## src/rtl/fp_align_stage.sv

```systemverilog
// fp_align_stage: pre-add operand alignment for the FP32 vector adder.
// Stage 1 picks the larger effective exponent and computes the shift distance.
// Stage 2 right-shifts the smaller significand and fills guard/round/sticky.
// Two-entry valid/ready pipeline; one result per cycle when downstream is ready.
// Optional feature macro: FP_ALIGN_STICKY_EN. When defined, bit0 of sig_small_o
// collects the sticky OR of all shifted-out bits. When undefined, it truncates.
module fp_align_stage #(
    parameter int unsigned EXP_W = 8,
    parameter int unsigned MAN_W = 23
) (
    input  logic                   clk_i,
    input  logic                   rst_ni,
    input  logic                   in_valid_i,
    output logic                   in_ready_o,
    input  logic [EXP_W+MAN_W:0]   a_i,
    input  logic [EXP_W+MAN_W:0]   b_i,
    output logic                   out_valid_o,
    input  logic                   out_ready_i,
    output logic [EXP_W-1:0]       exp_o,
    output logic [MAN_W+3:0]       sig_big_o,
    output logic [MAN_W+3:0]       sig_small_o,
    output logic                   sign_big_o,
    output logic                   sign_small_o,
    output logic                   swap_o
);

    localparam int unsigned SIG_W = MAN_W + 4;
    localparam int unsigned HM_W  = MAN_W + 1;
    localparam logic [EXP_W-1:0] SigWExp = EXP_W'(SIG_W);

    // Stage 1 registers: selected operands and shift distance
    logic              s1_valid_q, s1_valid_d;
    logic [EXP_W-1:0]  s1_exp_q, s1_exp_d;
    logic [EXP_W-1:0]  s1_dist_q, s1_dist_d;
    logic [HM_W-1:0]   s1_big_hm_q, s1_big_hm_d;
    logic [HM_W-1:0]   s1_small_hm_q, s1_small_hm_d;
    logic              s1_sign_big_q, s1_sign_big_d;
    logic              s1_sign_small_q, s1_sign_small_d;
    logic              s1_swap_q, s1_swap_d;

    // Stage 2 registers: drive the outputs directly
    logic              s2_valid_q, s2_valid_d;
    logic [EXP_W-1:0]  s2_exp_q, s2_exp_d;
    logic [SIG_W-1:0]  s2_sig_big_q, s2_sig_big_d;
    logic [SIG_W-1:0]  s2_sig_small_q, s2_sig_small_d;
    logic              s2_sign_big_q, s2_sign_big_d;
    logic              s2_sign_small_q, s2_sign_small_d;
    logic              s2_swap_q, s2_swap_d;

    logic              s2_advance;
    logic              s1_advance;
    logic              accept;

    logic [EXP_W-1:0]  a_exp, b_exp, eff_a, eff_b;
    logic [HM_W-1:0]   a_hm, b_hm;
    logic              swap;

    logic [SIG_W-1:0]  shift_x;
    logic [SIG_W-1:0]  shifted;
    logic [SIG_W-1:0]  small_aligned;
`ifdef FP_ALIGN_STICKY_EN
    logic [SIG_W-1:0]  lost_bits;
`endif

    // Handshake: stage 1 moves whenever stage 2 can load
    always_comb begin
        s2_advance = !s2_valid_q || out_ready_i;
        s1_advance = s2_advance;
        in_ready_o = !s1_valid_q || s1_advance;
        accept     = in_valid_i && in_ready_o;
    end

    // Stage 1 next state: operand selection and exponent difference
    always_comb begin
        a_exp = a_i[EXP_W+MAN_W-1:MAN_W];
        b_exp = b_i[EXP_W+MAN_W-1:MAN_W];
        // Denormals use exponent 1 with no hidden bit
        eff_a = (a_exp == '0) ? EXP_W'(1) : a_exp;
        eff_b = (b_exp == '0) ? EXP_W'(1) : b_exp;
        a_hm  = {|a_exp, a_i[MAN_W-1:0]};
        b_hm  = {|b_exp, b_i[MAN_W-1:0]};
        swap  = (eff_b > eff_a);

        s1_valid_d      = s1_valid_q;
        s1_exp_d        = s1_exp_q;
        s1_dist_d       = s1_dist_q;
        s1_big_hm_d     = s1_big_hm_q;
        s1_small_hm_d   = s1_small_hm_q;
        s1_sign_big_d   = s1_sign_big_q;
        s1_sign_small_d = s1_sign_small_q;
        s1_swap_d       = s1_swap_q;

        if (in_ready_o) begin
            s1_valid_d = in_valid_i;
        end
        if (accept) begin
            s1_swap_d = swap;
            if (swap) begin
                s1_exp_d        = eff_b;
                s1_dist_d       = eff_b - eff_a;
                s1_big_hm_d     = b_hm;
                s1_small_hm_d   = a_hm;
                s1_sign_big_d   = b_i[EXP_W+MAN_W];
                s1_sign_small_d = a_i[EXP_W+MAN_W];
            end else begin
                s1_exp_d        = eff_a;
                s1_dist_d       = eff_a - eff_b;
                s1_big_hm_d     = a_hm;
                s1_small_hm_d   = b_hm;
                s1_sign_big_d   = a_i[EXP_W+MAN_W];
                s1_sign_small_d = b_i[EXP_W+MAN_W];
            end
        end
    end

    // Alignment shifter for the smaller significand
    always_comb begin
        shift_x = {s1_small_hm_q, 3'b000};
        shifted = shift_x >> s1_dist_q;
`ifdef FP_ALIGN_STICKY_EN
        lost_bits = shift_x & ~({SIG_W{1'b1}} << s1_dist_q);
        if (s1_dist_q >= SigWExp) begin
            small_aligned = {{(SIG_W-1){1'b0}}, |shift_x};
        end else begin
            small_aligned = shifted | {{(SIG_W-1){1'b0}}, |lost_bits};
        end
`else
        small_aligned = (s1_dist_q >= SigWExp) ? '0 : shifted;
`endif
    end

    // Stage 2 next state: load from stage 1 when the output slot frees up
    always_comb begin
        s2_valid_d      = s2_valid_q;
        s2_exp_d        = s2_exp_q;
        s2_sig_big_d    = s2_sig_big_q;
        s2_sig_small_d  = s2_sig_small_q;
        s2_sign_big_d   = s2_sign_big_q;
        s2_sign_small_d = s2_sign_small_q;
        s2_swap_d       = s2_swap_q;

        if (s2_advance) begin
            s2_valid_d = s1_valid_q;
            // Data only changes when a real entry moves in
            if (s1_valid_q) begin
                s2_exp_d        = s1_exp_q;
                s2_sig_big_d    = {s1_big_hm_q, 3'b000};
                s2_sig_small_d  = small_aligned;
                s2_sign_big_d   = s1_sign_big_q;
                s2_sign_small_d = s1_sign_small_q;
                s2_swap_d       = s1_swap_q;
            end
        end
    end

    // Pipeline state; async reset discards everything in flight
    always_ff @(posedge clk_i or negedge rst_ni) begin
        if (!rst_ni) begin
            s1_valid_q      <= 1'b0;
            s1_exp_q        <= '0;
            s1_dist_q       <= '0;
            s1_big_hm_q     <= '0;
            s1_small_hm_q   <= '0;
            s1_sign_big_q   <= 1'b0;
            s1_sign_small_q <= 1'b0;
            s1_swap_q       <= 1'b0;
            s2_valid_q      <= 1'b0;
            s2_exp_q        <= '0;
            s2_sig_big_q    <= '0;
            s2_sig_small_q  <= '0;
            s2_sign_big_q   <= 1'b0;
            s2_sign_small_q <= 1'b0;
            s2_swap_q       <= 1'b0;
        end else begin
            s1_valid_q      <= s1_valid_d;
            s1_exp_q        <= s1_exp_d;
            s1_dist_q       <= s1_dist_d;
            s1_big_hm_q     <= s1_big_hm_d;
            s1_small_hm_q   <= s1_small_hm_d;
            s1_sign_big_q   <= s1_sign_big_d;
            s1_sign_small_q <= s1_sign_small_d;
            s1_swap_q       <= s1_swap_d;
            s2_valid_q      <= s2_valid_d;
            s2_exp_q        <= s2_exp_d;
            s2_sig_big_q    <= s2_sig_big_d;
            s2_sig_small_q  <= s2_sig_small_d;
            s2_sign_big_q   <= s2_sign_big_d;
            s2_sign_small_q <= s2_sign_small_d;
            s2_swap_q       <= s2_swap_d;
        end
    end

    // Outputs come straight from stage 2
    always_comb begin
        out_valid_o  = s2_valid_q;
        exp_o        = s2_exp_q;
        sig_big_o    = s2_sig_big_q;
        sig_small_o  = s2_sig_small_q;
        sign_big_o   = s2_sign_big_q;
        sign_small_o = s2_sign_small_q;
        swap_o       = s2_swap_q;
    end

endmodule

```

## config.mk

```make
export PLATFORM = sky130hd
export DESIGN_NAME = fp_align_stage
export DESIGN_NICKNAME = d
export VERILOG_FILES = /design/src/rtl/fp_align_stage.sv
export SDC_FILE = /design/constraint.sdc
export NUM_CORES = 1
export LEC_CHECK = 0
export CORE_ASPECT_RATIO = 0.5
export CORE_MARGIN = 2
export CORE_UTILIZATION = 48
export DETAILED_ROUTE_END_ITERATION = 10
export HOLD_SLACK_MARGIN = 0.1
export PLACE_DENSITY = 0.75
export SLEW_MARGIN = 20
export SYNTH_ARGS = -nofsm -noshare
export SYNTH_HDL_FRONTEND = slang
export SYNTH_SLANG_ARGS = --single-unit
```

## constraint.sdc

```tcl
create_clock -name clk_i -period 1.7 [get_ports clk_i]
set_input_delay 0.51 -clock clk_i [delete_from_list [all_inputs] [get_ports clk_i]]
set_output_delay 0.51 -clock clk_i [all_outputs]
set_load 0.02 [all_outputs]
```

* Yosys cells after proc, flatten, opt, wreduce, memory -nomap -nowiden
Index checks and enable logic that the tools add are counted.
** Cells by class
- $add $sub $neg :: 2
- Multiply operators :: 0
- Div/mod/pow operators :: 0
- Order comparisons :: 2
- Equality and inequality tests :: 0
- Shift operators :: 1
- Mux-type cells :: 9
- Bitwise gates (word level) :: 0
- Reductions and logical operators :: 10
** Operator list (count)
- 24-bit two-way mux :: 2
- 8-bit two-way mux :: 4
- 27-bit two-way mux :: 1
- 27-bit by 8-bit >> shifter with 27-bit output :: 1
- 8-bit logical NOT :: 2
- 8-bit OR reduction :: 2
- 8-bit subtractor :: 2
- 8-bit by 5-bit greater-or-equal comparator with 1-bit output, second input constant :: 1
- 8-bit > comparator :: 1
- 1-bit logical NOT :: 2
- 1-bit logical OR :: 2
- 1-bit two-way mux :: 2
- 2-bit AND reduction :: 1
- 1-bit logical AND :: 1
** Word-level totals
- Register bits after elaboration :: 131
- Bits in latches :: 0
- Bits in writable memories :: 0
- Bits in read-only memories :: 0
- Input bits :: 68
- Logic and storage cells :: 39
- Memories :: 0

* Depth between registers and ports, before layout
Gate-level depths: netlist (run 1).
- Word-level depth :: 4
- Depth in mapped cells :: 14
- Gate-level depth less buffers :: 12

* Worst setup path before layout (run 1)
OpenSTA, ideal clock, no wires.
- Kind :: in2reg
- Start point :: in b_i[30]
- End point :: reg s1_dist_q[6]
- Library setup time :: 0.129 ns
- Arrival :: 2.780 ns
- Path slack :: -1.209 ns
- Stages :: 12
- Cells stage by stage :: nor4_1 -> a21oi_1 -> ha_1 -> fa_1 -> nand3b_1 -> a21oi_1 -> o221ai_2 -> buf_6 -> buf_12 -> a32oi_1 -> xnor2_1 -> o21ai_1
** Between the ends
- Word-level cells in the longest chain between the ends :: 4
** Ends and longest elaborated chain
- start, declared :: line 16 : input logic [EXP_W+MAN_W:0] b_i,
- 8-bit logical NOT :: line 79 : eff_b = (b_exp == '0) ? EXP_W'(1) : b_exp;
- 8-bit two-way mux (*) :: line 79
- 8-bit subtractor (tied with other cells) :: line 107 : s1_dist_d = eff_a - eff_b;
- 8-bit two-way mux (*) :: line 98 : if (swap) begin
- end signal, assigned :: line 177 : s1_dist_q <= s1_dist_d;
- end, declared :: line 34 : logic [EXP_W-1:0] s1_dist_q, s1_dist_d;
Mark *: on every way between the ends. The rest lies on a longest branch, timed or not.
A chain may end at the register's enable or synchronous reset.

* Worst setup path in the final report (run 1)
- Start point :: in b_i[29]
- End point :: reg s1_dist_q[1]
The elaborated chain is that of the path after synthesis.

==> impl_results.md, run 1 <==
- Reg2Reg Setup Slack: -410 ps
- Dpl hpwl: 14.6 mm
- Setup CP Type: input port to flop
- Most frequent cells in the layout: buf_4 (130), dfrtp_1 (129), nand2_1 (92), dlygate4sd2_1 (67), o21ai_1 (57)
- Netlist cell types: 61
- Die area: roughly 16000 µm²
- Max Cap Viol: 0
- Period utilization: 164%
- DR vias: roughly 7200
- VDD IR-drop max: ~610 µV
- Final Power: between 10000 and 15000 µW
- Core box area: 14700 µm²
- Reg2reg start: s1_dist_q[0]$_DFFE_PN0P_
- Syn. warnings: 0
- Area after DPL: about 9800 µm²
- Most common cell after layout, fill and taps aside: buf_4
- Critical path endpoint: s1_dist_q[1]$_DFFE_PN0P_
- Status: finished with violations
- First-pass GRT wire length: roughly 38 mm
- Flops & latches, synth: between 100 and 150
- RSZ-0062 raised after global routing: yes
- Leakage power: around 0.0056 µW
- Worst Reg2Reg Path Length in Cells: 9
- Yosys top cell area share: between 40% and 50%
- Share of cells above drive strength 1: between 40% and 50%
- Final Net Count: about 1100
- Min-delay worst type: flop to flop
- H-tree depth: 4
- CP Capture Type: flop
- Post-synth EDFFs: 0
- Syn_area_per_cell: 10.0 µm²
- Design area: ~12000 µm²
- Routed vias/inst: 5.93
- Setup WS post-layout: -1080 ps
- Max Freq: ~360 MHz
- Avg WL per Cell: 21.9 µm
- Gpl congestion: 0.888
- Vias in the first global route: between 7000 and 8000
- Initial antenna violation count: 2
- Critical Path RT: 2040 ps
- WL final: roughly 27 mm
- # IOs: 135
- Row cnt: 31
- Maximum fanout along the worst path: 5
- Final Hold Viols: 0
- Failing checks: setup timing
- Top_reg_cell synth: dfrtp_1
- Mapped Area: about 7300 µm²
- DRC Markers: 0
- Total Routing Usage GR: a little under a third
- Power Density: ~1200 nW/µm²
- Ranking of synthesized cells by area: dfrtp_1 (45%), mux2i_1 (10%), mux2_2 (7.7%)
- Post-synth ARST share: 100%
- Port buffer count: about 130
- Routed Antenna Nets: 0
- Sequential area share after synthesis: between 40% and 50%
- CTS tree: yes
- Worst-case clock buffer depth: 2
- First-pass DRT Iterations: 5
- Area grow syn2layout: 63.3%
- Setup crit start kind: input port
- Final worst path period need: approximately 2800 ps
- Timing startpoint of the critical path: b_i[29]
- Gate Count Post-Synth: approximately 730
- Die Wd: about 180 µm
- Util after Layout: 81.2%
- CTS Root Cell: clkbuf_16
- GRT overflow: 0
- Worst-skew pair later-pin latency: between 400 and 500 ps
- Final count of pins violating max slew: 0
- Critical Path AT: between 3000 and 4000 ps
- Final setup vio count: between 90 and 100
- Clock-pin slew on the worst setup and hold paths: about 60 ps
- TritonCTS buffer count: 17
- Largest net degree at the start of global routing: between 50 and 60
- Reg-to-reg endpoint: sig_small_o[5]$_DFFE_PN0P_
- Sink Count: about 130
- Die Ht: approximately 90 µm
- Initial Util: 49.7%
- Fin Clk Skew: roughly 9 ps
- Post-synth top area cell: dfrtp_1
- DRT iter0 DRCs: roughly 640
worst max-delay path, stage by stage:
cell      delay [ps]
buf_8            100
nor4_4           360
a21oi_2          130
ha_2             230
fa_2             350
nand3b_1         200
a21oi_2          200
o221ai_4         120
buf_12           160
buf_12           130
buf_16           140
mux2_4           320
o21ai_1          170
per-stage QoR:
step	worst slack, ps	hold slack, ps	cells	TNS [ps]
after floorplan	-983	214	730	-55640
after global placement	-1540	418	1128	-129450
after detailed placement	-1640	419	1128	-136040
after CTS	-982	484	1197	-59590
after global routing	-1170	509	1213	-71110
final	-1080	468	1213	-65600
Yosys cell counts, types with 3 or more instances:
cell type	instances
a211oi_1	5
a21o_1	9
a21oi_1	23
a221o_1	8
a22o_1	6
a22oi_1	3
a31oi_1	3
a32oi_1	3
and2_1	4
buf_1	5
buf_2	8
buf_4	4
buf_6	9
clkbuf_1	38
dfrtp_1	131
ha_1	15
inv_1	20
mux2_2	50
mux2i_1	76
nand2_1	102
nand2b_1	4
nand3_1	12
nor2_1	27
nor3_1	11
nor4_1	4
o21ai_0	79
o21ai_1	11
o221ai_1	4
o22ai_1	6
or3_1	4
xnor2_1	4
layout make-up:
type | count | area [µm²]
fill | 760 | 2750
timing repair buffer | 319 | 3120
antenna | 1 | 2.50
tap | 198 | 248
inverter | 21 | 81.3
clock buffer | 19 | 453
sequential | 131 | 3280
multi-input combinational | 511 | 4560
clock inverter | 13 | 159
sequential cells by signal, indices dropped and copies added (netlist names), 8 cells and up:
| signal | count |
|---|---|
| s1_exp_q | 8 |
| s1_dist_q | 8 |
| s1_small_hm_q | 24 |
| s1_big_hm_q | 24 |
| sig_big_o | 24 |
| sig_small_o | 27 |
| exp_o | 8 |
report_power, final:
| part | switching, µW | internal [µW] | total, µW |
|---|---|---|---|
| Clock | 1480 | 2380 | 3850 |
| Sequential | 493 | 3730 | 4220 |
| Combinational | 3260 | 3040 | 6310 |
timing repair:
action	in CTS	in global routing
pin swaps	59	71
gates resized for setup	294	109
buffers inserted	34	23
endpoints found under the setup margin	187	108
gates cloned	8	1
endpoints found under the hold margin	30	0
hold buffers	1	0
kinds of logic (layout without fill, tap and decap cells):
group | Yosys count | count (layout) | synth area share, %
xor+xnor | 6 | 6 | 0.721
flops | 131 | 131 | 44.9
compound gates | 176 | 176 | 14.9
other cells | 1 | 4 | 0.0514
fa+ha+maj | 17 | 17 | 3.12
mux | 130 | 130 | 19.1
simple gates | 179 | 179 | 10.9
buf+inv | 88 | 372 | 6.19
per-layer routing:
metal  up-vias  track usage, %  wire length, µm
li1       3148               -                -
met1      3577            37.3            10700
met2       363            51.5            13200
met3       107            5.70             1520
met4         0            13.1             1110
met5         -               0                0
worst min path at each step:
stage                                     start                     endpoint  cells past startpoint
floorplan                                rst_ni         exp_o[0]$_DFFE_PN0P_                      0
global placement                         rst_ni     sig_big_o[6]$_DFFE_PN0P_                      1
detailed placement                       rst_ni     sig_big_o[6]$_DFFE_PN0P_                      1
CTS                  s1_big_hm_q[7]$_DFFE_PN0P_   s1_big_hm_q[7]$_DFFE_PN0P_                      2
global route        sig_small_o[22]$_DFFE_PN0P_  sig_small_o[22]$_DFFE_PN0P_                      2
finish              sig_small_o[22]$_DFFE_PN0P_  sig_small_o[22]$_DFFE_PN0P_                      2
Note: power is estimated with default switching activity, not from simulation.
==> run 2: changes to the inputs <==
--- a/config.mk
+++ b/config.mk
@@ -5,12 +5,13 @@
 export SDC_FILE = /design/constraint.sdc
 export NUM_CORES = 1
 export LEC_CHECK = 0
-export CORE_ASPECT_RATIO = 0.5
 export CORE_MARGIN = 2
 export CORE_UTILIZATION = 48
+export CTS_CLUSTER_DIAMETER = 60
 export DETAILED_ROUTE_END_ITERATION = 10
 export HOLD_SLACK_MARGIN = 0.1
 export PLACE_DENSITY = 0.75
+export SKIP_CTS_REPAIR_TIMING = 1
 export SLEW_MARGIN = 20
 export SYNTH_ARGS = -nofsm -noshare
 export SYNTH_HDL_FRONTEND = slang
==> impl_results.md, run 2 (synthesis gave the netlist of run 1 again) <==
- Ant. Diodes: 0
- # IOs: ~140
- Fin Clk Skew: 11.1 ps
- Critical Path AT: 2860 ps
- DRC Markers: 0
- Min-delay worst type: flop to flop
- VDD IR-drop max: about 800 µV
- Die area: 16200 µm²
- Clock-pin slew on the worst setup and hold paths: roughly 60 ps
- Total Routing Usage GR: 24.8%
- GRT overflow: 0
- CP Capture Type: flop
- Non-Filler Instances: 1181
- Setup crit start kind: input port
- Avg WL per Cell: around 19 µm
- Maximum fanout along the worst path: 11
- Most frequent cells in the layout: dfrtp_1 (129), buf_4 (127), nand2_1 (91), dlymetal6s2s_1 (72), o21ai_1 (61)
- Failing checks: setup timing
- WL final: between 20 and 25 mm
- TritonCTS buffer count: 17
- Share of cells above drive strength 1: 39.2%
- Power Density: 1190 nW/µm²
- Uppermost routed layer: met4
- Placed insts: ~1100
- Dpl hpwl: 14.7 mm
- Routed length on met1: between 9 and 10 mm
- Final Power: 13900 µW
- H-tree depth: 4
- Row cnt: 45
- Gpl congestion: ~0.9
- Largest net degree at the start of global routing: 54
- Routed Antenna Nets: 0
- Max Cap Viol: 0
- Most common cell after layout, fill and taps aside: dfrtp_1
- Die Wd: 127 µm
- FILL cells: 950
- Critical Path RT: 2010 ps
- Final Hold Viols: 0
- Routed vias/inst: 5.58
- Met2 wire len: 11.1 mm
- Die Ht: 127 µm
- Core box area: between 15000 and 20000 µm²
- Setup WS post-layout: -849 ps
- Sink Count: 131
- Initial Util: 48.5%
- Setup CP Type: input port to flop
- CTS tree: yes
- Vias in the first global route: around 6400
- Worst-skew pair later-pin latency: approximately 430 ps
- DR vias: approximately 6600
- TNS Setup: -54860 ps
- Met3 wire len: approximately 900 µm
- Final setup vio count: 90
- CTS Root Cell: clkbuf_16
- Final worst path period need: around 2500 ps
- DRT iter0 DRCs: 373
- Status: finished with violations
- Initial antenna violation count: 0
- Final count of pins violating max slew: 0
- First-pass DRT Iterations: 4
- Max Freq: slightly below 400 MHz
- Period utilization: 150%
- Max reg flops: 27
- Port buffer count: 131
- RSZ-0062 raised after global routing: yes
- Leakage power: slightly above 0.006 µW
- First-pass GRT wire length: around 32 mm
- Final Net Count: between 1000 and 1500
- Worst-case clock buffer depth: 2
- Area grow syn2layout: 59.5%
## run 2: per-layer routing
metal / GRT usage [%] / vias to the layer above
met5: 0 / -
met4: 6.72 / 0
met3: 4.82 / 35
met2: 41.5 / 186
met1: 33.2 / 3272
li1: - / 3097
## run 2: area by class of cell
cell class / instances / area (µm²) / area share (%)
clock buffer: 20 / 447 / 3.84
clock inverter: 11 / 176 / 1.52
inverter: 21 / 78.8 / 0.678
multi-input combinational: 512 / 4340 / 37.3
sequential: 131 / 3280 / 28.2
tap: 188 / 235 / 2.02
timing repair buffer: 298 / 3070 / 26.4
## run 2: final timing paths
check | depth (start not counted) | to | startpoint | slack (ps)
worst max-delay path | 12 | s1_big_hm_q[21]$_DFFE_PN0P_ | b_i[27] | -850
worst min-delay path | 2 | s1_exp_q[6]$_DFFE_PN0P_ | s1_exp_q[6]$_DFFE_PN0P_ | 480
worst max register to register | 8 | sig_small_o[5]$_DFFE_PN0P_ | s1_dist_q[0]$_DFFE_PN0P_ | -340
worst min register to register | 2 | s1_exp_q[6]$_DFFE_PN0P_ | s1_exp_q[6]$_DFFE_PN0P_ | 480
max in group asynchronous | 3 | sig_small_o[21]$_DFFE_PN0P_ | rst_ni | 580
min in group asynchronous | 2 | sig_big_o[3]$_DFFE_PN0P_ | rst_ni | 530
## run 2: report_power, final
group	switching, µW	leakage [µW]	internal [µW]	total [µW]
logic	2840	0.00420	2920	5760
clock network	1420	0.000301	2500	3920
registers	464	0.00164	3730	4190
total	4730	0.00614	9150	13900
## run 2: worst max-delay path, cell delays in order
cell and delay, ps:
buf_8 100, nor4_4 340, a21oi_2 120, ha_2 200
fa_2 360, nand3b_1 220, a21oi_2 200, o221ai_4 150
buf_12 180, clkbuf_16 190, mux2i_1 210, o21ai_1 80
## run 2: per-stage QoR
step	setup WS (ps)	instance area (µm²)	utilization, %	hold slack [ps]
2_1_floorplan	-983	7470	-	214
3_5_place_dp	-1760	9770	65.0	412
6_report	-849	11600	77.4	479
3_3_place_gp	-1720	9770	65.0	409
4_1_cts	-1330	10400	69.2	-39.9
5_1_grt	-950	11600	77.4	506
==> run 3: changes to the inputs <==
--- a/config.mk
+++ b/config.mk
@@ -7,7 +7,6 @@
 export LEC_CHECK = 0
 export CORE_MARGIN = 2
 export CORE_UTILIZATION = 48
-export CTS_CLUSTER_DIAMETER = 60
 export DETAILED_ROUTE_END_ITERATION = 10
 export HOLD_SLACK_MARGIN = 0.1
 export PLACE_DENSITY = 0.75
==> results of run 3 <==
No change in the layout: final DEF, timing and power equal those of run 2.
